File: config.mk
export PLATFORM = sky130hd
export DESIGN_NAME = systolic_row_drain
export DESIGN_NICKNAME = d
export VERILOG_FILES = /design/src/rtl/systolic_pkg.sv /design/src/rtl/systolic_row_drain.sv
export SDC_FILE = /design/constraint.sdc
export NUM_CORES = 1
export LEC_CHECK = 0
export CAP_MARGIN = 20
export CORE_MARGIN = 2
export CORE_UTILIZATION = 35
export DETAILED_ROUTE_END_ITERATION = 10
export PLACE_DENSITY = 0.65
export RECOVER_POWER = 100
export SLEW_MARGIN = 10
export SYNTH_ARGS = -nofsm -noshare
export SYNTH_HDL_FRONTEND = slang
export SYNTH_SLANG_ARGS = --single-unit
File: constraint.sdc
create_clock -name clk_i -period 2.4 [get_ports clk_i]
set_input_delay 0.48 -clock clk_i [delete_from_list [all_inputs] [get_ports clk_i]]
set_output_delay 0.48 -clock clk_i [all_outputs]
set_load 0.005 [all_outputs]
File: src/rtl/systolic_pkg.sv
// rtl/systolic_pkg.sv - shared drain FSM state type and default word width
package systolic_pkg;

    localparam int DEFAULT_DATA_WIDTH = 32;

    typedef enum logic [1:0] {
        IDLE   = 2'd0,
        SELECT = 2'd1,
        STREAM = 2'd2
    } drain_state_t;

endpackage

File: src/rtl/systolic_row_drain.sv
// rtl/systolic_row_drain.sv - east-edge row drain: gather column accumulators, stream in column order
// Optional SELECT watchdog enabled by defining SYSTOLIC_DRAIN_TIMEOUT_EN.
module systolic_row_drain
    import systolic_pkg::*;
#(
    parameter int DATA_WIDTH    = DEFAULT_DATA_WIDTH,
    parameter int N_COLS        = 4,
    parameter int DRAIN_TIMEOUT = 15
) (
    input  logic                         clk_i,
    input  logic                         rstn_i,
    input  logic [N_COLS*DATA_WIDTH-1:0] acc_data_i,
    input  logic [N_COLS-1:0]            acc_valid_i,
    input  logic [N_COLS-1:0]            last_element_i,
    output logic                         select_accumulator_o,
    output logic [DATA_WIDTH-1:0]        out_data_o,
    output logic                         out_valid_o,
    input  logic                         out_ready_i,
    output logic                         out_last_o,
    output logic                         busy_o,
    output logic                         error_o
);

    localparam int IDX_W = (N_COLS > 1) ? $clog2(N_COLS) : 1;
    localparam logic [IDX_W-1:0] IDX_LAST = IDX_W'(N_COLS - 1);

    drain_state_t          state_q, state_d;
    logic [N_COLS-1:0]     last_mask_q, last_mask_d;
    logic [N_COLS-1:0]     cap_mask_q, cap_mask_d;
    logic [IDX_W-1:0]      idx_q, idx_d;
    logic [DATA_WIDTH-1:0] buf_q [N_COLS];
    logic [DATA_WIDTH-1:0] buf_d [N_COLS];

    logic                  sel_q, sel_d;
    logic                  valid_q, valid_d;
    logic                  last_q, last_d;
    logic                  busy_q, busy_d;
    logic [DATA_WIDTH-1:0] data_q, data_d;

    logic cap_full_d;
    logic timeout_hit;
    logic handshake;

    assign handshake  = valid_q & out_ready_i;
    assign cap_full_d = &cap_mask_d;

    // Masks, capture buffer and stream index
    always_comb begin
        last_mask_d = last_mask_q | last_element_i;
        cap_mask_d  = cap_mask_q;
        idx_d       = idx_q;
        buf_d       = buf_q;
        case (state_q)
            IDLE: begin
                // Entering SELECT: keep only pulses of this very cycle for the next round,
                // and wipe stale words so uncaptured columns read as zero.
                if (&last_mask_q) begin
                    last_mask_d = last_element_i;
                    for (int c = 0; c < N_COLS; c++) begin
                        buf_d[c] = '0;
                    end
                end
            end
            SELECT: begin
                for (int c = 0; c < N_COLS; c++) begin
                    if (acc_valid_i[c] && !cap_mask_q[c]) begin
                        cap_mask_d[c] = 1'b1;
                        buf_d[c]      = acc_data_i[c*DATA_WIDTH +: DATA_WIDTH];
                    end
                end
            end
            STREAM: begin
                if (handshake) begin
                    if (idx_q == IDX_LAST) begin
                        idx_d      = '0;
                        cap_mask_d = '0;
                    end else begin
                        idx_d = idx_q + 1'b1;
                    end
                end
            end
            default: ;
        endcase
    end

    // FSM: state register
    always_ff @(posedge clk_i) begin
        if (!rstn_i) begin
            state_q <= IDLE;
        end else begin
            state_q <= state_d;
        end
    end

    // FSM: next state
    always_comb begin
        state_d = state_q;
        case (state_q)
            IDLE:    if (&last_mask_q) state_d = SELECT;
            SELECT:  if (cap_full_d || timeout_hit) state_d = STREAM;
            STREAM:  if (handshake && idx_q == IDX_LAST) state_d = IDLE;
            default: state_d = IDLE;
        endcase
    end

    // FSM: outputs, computed from the next state and registered below
    always_comb begin
        sel_d   = (state_d == SELECT);
        valid_d = (state_d == STREAM);
        busy_d  = (state_d != IDLE);
        last_d  = valid_d && (idx_d == IDX_LAST);
        data_d  = valid_d ? buf_d[idx_d] : '0;
    end

    always_ff @(posedge clk_i) begin
        if (!rstn_i) begin
            last_mask_q <= '0;
            cap_mask_q  <= '0;
            idx_q       <= '0;
            for (int c = 0; c < N_COLS; c++) begin
                buf_q[c] <= '0;
            end
            sel_q   <= 1'b0;
            valid_q <= 1'b0;
            last_q  <= 1'b0;
            busy_q  <= 1'b0;
            data_q  <= '0;
        end else begin
            last_mask_q <= last_mask_d;
            cap_mask_q  <= cap_mask_d;
            idx_q       <= idx_d;
            buf_q       <= buf_d;
            sel_q       <= sel_d;
            valid_q     <= valid_d;
            last_q      <= last_d;
            busy_q      <= busy_d;
            data_q      <= data_d;
        end
    end

`ifdef SYSTOLIC_DRAIN_TIMEOUT_EN
    localparam int CNT_W = $clog2(DRAIN_TIMEOUT + 1);

    logic [CNT_W-1:0] sel_cnt_q;
    logic             error_q;

    // Counter holds the number of completed SELECT cycles; gives up on the last one.
    assign timeout_hit = (state_q == SELECT) && !cap_full_d
                         && (sel_cnt_q == CNT_W'(DRAIN_TIMEOUT - 1));

    always_ff @(posedge clk_i) begin
        if (!rstn_i) begin
            sel_cnt_q <= '0;
            error_q   <= 1'b0;
        end else begin
            sel_cnt_q <= (state_q == SELECT) ? sel_cnt_q + 1'b1 : '0;
            error_q   <= error_q | timeout_hit;
        end
    end

    assign error_o = error_q;
`else
    logic unused_timeout_cfg;
    assign unused_timeout_cfg = (DRAIN_TIMEOUT == 0);
    assign timeout_hit        = 1'b0;
    assign error_o            = 1'b0;
`endif

    assign select_accumulator_o = sel_q;
    assign out_valid_o          = valid_q;
    assign out_last_o           = last_q;
    assign busy_o               = busy_q;
    assign out_data_o           = data_q;

endmodule

==> results.toml <==
[power_and_ir_drop]
leakage_nw = 4.36
vdd_drop_max_v = 0.000389
p_per_area_mw_per_mm2 = 570

[global_route]
antenna_found_initial = 3
grtUsageMet2_pct = 34.5
grt_pass1_wl_um = 38100
met1_usage_pct = 25.4
busiest_layer = "met2"
grt_usage_pct = 20.0
use_met3_pct = 4.60
grt_pass1_vias = 6956
overflow = 0
grt_max_degree = 137

[detailed_routing]
drt_iter0_drc = 503
via_per_inst = 5.12
wl_um = 24800
ant_nets = 0
vias = 6896
avgRoutedWirePerCell_um = 18.4
first_pass_iters = 5
drc_errors = 0

[timing]
period_share_pct = 94.0
finalHoldViolCount = 0
setup_ws_ps = 145
setup_viol = 0
min_period_ps = 2260
worstMarginPinSlew_ps = 569
rsz0062_at_grt = "false"
slew_headroom_pct = 62.0
tns_ps = 0
holdWs_ps = 430
maxSlewViolCount = 0
max_freq_mhz = 443
finClkSkew_ps = 14.3

[worst_hold_path]
hold_class = "input pin to flip-flop"

[synthesis]
netlist.top_cell.by_area = "dfxtp_1"
synthTopCellsByArea = "dfxtp_1 (42%), mux2i_1 (16%), o2bb2ai_1 (10%)"
ys_ff_latch = 176
syn_nets = 1014
synth_area_mm2 = 0.00830
async_reset_ff_share_pct = 0
yosysMostFrequentCell = "dfxtp_1"
synth_top_area_share_pct = 42.4
synth_edf_count = 0
postSynthCellCount = 870
syn_area_per_cell_um2 = 9.54
ys.flop_type = "dfxtp_1"
yosysUniqueCellTypes = 31
ys.warnings.count = 0
synthTopCellsByCount = "dfxtp_1 (176), mux2i_1 (131), and2_1 (97)"
yosysSeqAreaShare_pct = 42.4

[placed_design]
dp_slack_ps = -22.9
portBuffers = 174
post-dp-hpwl_um = 16600
place.gp.congestion = 0.815

[run]
cap_violations = 0

[die]
io_pins = 176
dieArea_mm2 = 0.0250
initial_core_util_pct = 35.5
fp.dieW_um = 158
num_rows = 56
coreArea_mm2 = 0.0234
chipHeight_um = 158

[layout]
nNetsFinal = 1158
synthToLayoutAreaGrowth_pct = 35.3
drive_gt1_share_pct = 7.59
fill_cells = 2226

[clock_tree]
cts_setup_buffers = 0
cts_buffers = 17
cts.sinks = 176
cts_tree = "built"
path_clk_slew_ps = 80
cts_max_path_buffers = 2
cts-root-buf = "clkbuf_16"
clock_latency_ps = 450
h-tree-depth = 4

[worst_setup_path]
cp_max_fo = 17
reg2reg_setup_slack_ps = 140
worstPathArrival_ps = 2610
start_kind = "flip-flop"
critPathKind = "flip-flop to flip-flop"
worstSetupEndpointType = "flip-flop"
required_ps = 2760

[outcome]
status = "finished, final reports clean"
worst max-delay path, stage by stage (launching register included):
cell and delay, ps:
dfxtp_1 330, inv_1 100, ha_1 290, mux2i_4 530, buf_4 330, o2bb2ai_1 230, o22ai_1 150, nor4_1 190
sequential cells by signal (all words and copies together), names as in the netlist:
register	flops
busy_o	1
idx_q	2
out_last_o	1
state_q	2
select_accumulator_o	1
last_mask_q	4
out_data_o	32
cap_mask_q	4
out_valid_o	1
buf_q	128
kinds of logic after synthesis:
| family | Yosys count | synth area share [%] |
|---|---|---|
| fa+ha+maj | 5 | 0.754 |
| other cells | 1 | 0.0452 |
| compound gates | 212 | 19.1 |
| flops | 176 | 42.4 |
| mux | 131 | 15.8 |
| buf+inv | 87 | 4.61 |
| simple gates | 258 | 17.2 |
through the flow:
| step | instance area, um^2 | total power, mW | instances | utilization (%) |
|---|---|---|---|---|
| after floorplan | 8300 | 3.24 | 870 | - |
| after global placement | 10600 | 3.58 | 1314 | 45.3 |
| after detailed placement | 10600 | 3.58 | 1314 | 45.3 |
| after CTS | 11200 | 6.46 | 1346 | 48.0 |
| after global routing | 11200 | 6.62 | 1346 | 48.0 |
| final | 11200 | 6.40 | 1347 | 48.0 |
report_power, final:
part	internal, mW	switching (mW)
Clock	1.44	1.45
Combinational	0.340	0.225
Sequential	2.93	0.00878
Total	4.71	1.69
layer usage:
metal | vias up | wire length, um
met1 | 3228 | 11100
met2 | 178 | 12000
met3 | 25 | 1340
met4 | 4 | 305
met5 | - | 24
li1 | 3461 | -
what timing repair did:
item	4_1_cts	5_1_grt
endpoints found under the setup margin	0	14
hold buffers	0	0
hold endpoints to repair	0	0
resized for setup	0	1
layout by cell type, fill, tap and decap left out, types with 3 or more instances in the layout:
| cell type | count |
|---|---|
| clkinv_8 | 8 |
| nor4_1 | 31 |
| nor2_1 | 72 |
| inv_1 | 6 |
| buf_12 | 20 |
| and2_0 | 65 |
| a21oi_1 | 44 |
| mux2i_1 | 130 |
| dfxtp_1 | 176 |
| nor2b_1 | 38 |
| clkdlybuf4s50_1 | 137 |
| and2_1 | 32 |
| nand2_1 | 6 |
| nand3_1 | 3 |
| o22ai_1 | 34 |
| nand2b_2 | 6 |
| a211oi_1 | 33 |
| ha_1 | 4 |
| o2bb2ai_1 | 96 |
| dlygate4sd3_1 | 36 |
| inv_6 | 4 |
| clkbuf_16 | 17 |
| buf_4 | 10 |
cell type report:
type | count | area, um^2 | share of cell area, %
timing repair buffer | 205 | 2220 | 19.7
sequential | 176 | 3520 | 31.4
clock buffer | 17 | 425 | 3.79
multi-input combinational | 607 | 4420 | 39.4
antenna | 1 | 2.50 | 0.0223
tap | 319 | 399 | 3.55
clock inverter | 15 | 209 | 1.86
inverter | 7 | 28.8 | 0.256
worst paths after layout:
check	start	end	cells after the start
max	state_q[0]	out_data_o[6]	7
min reg2reg	cap_mask_q[0]	cap_mask_q[0]	2
max reg2reg	state_q[0]	out_data_o[6]	7
min	rstn_i	state_q[1]	4
Power figures use the tool's default switching activity.
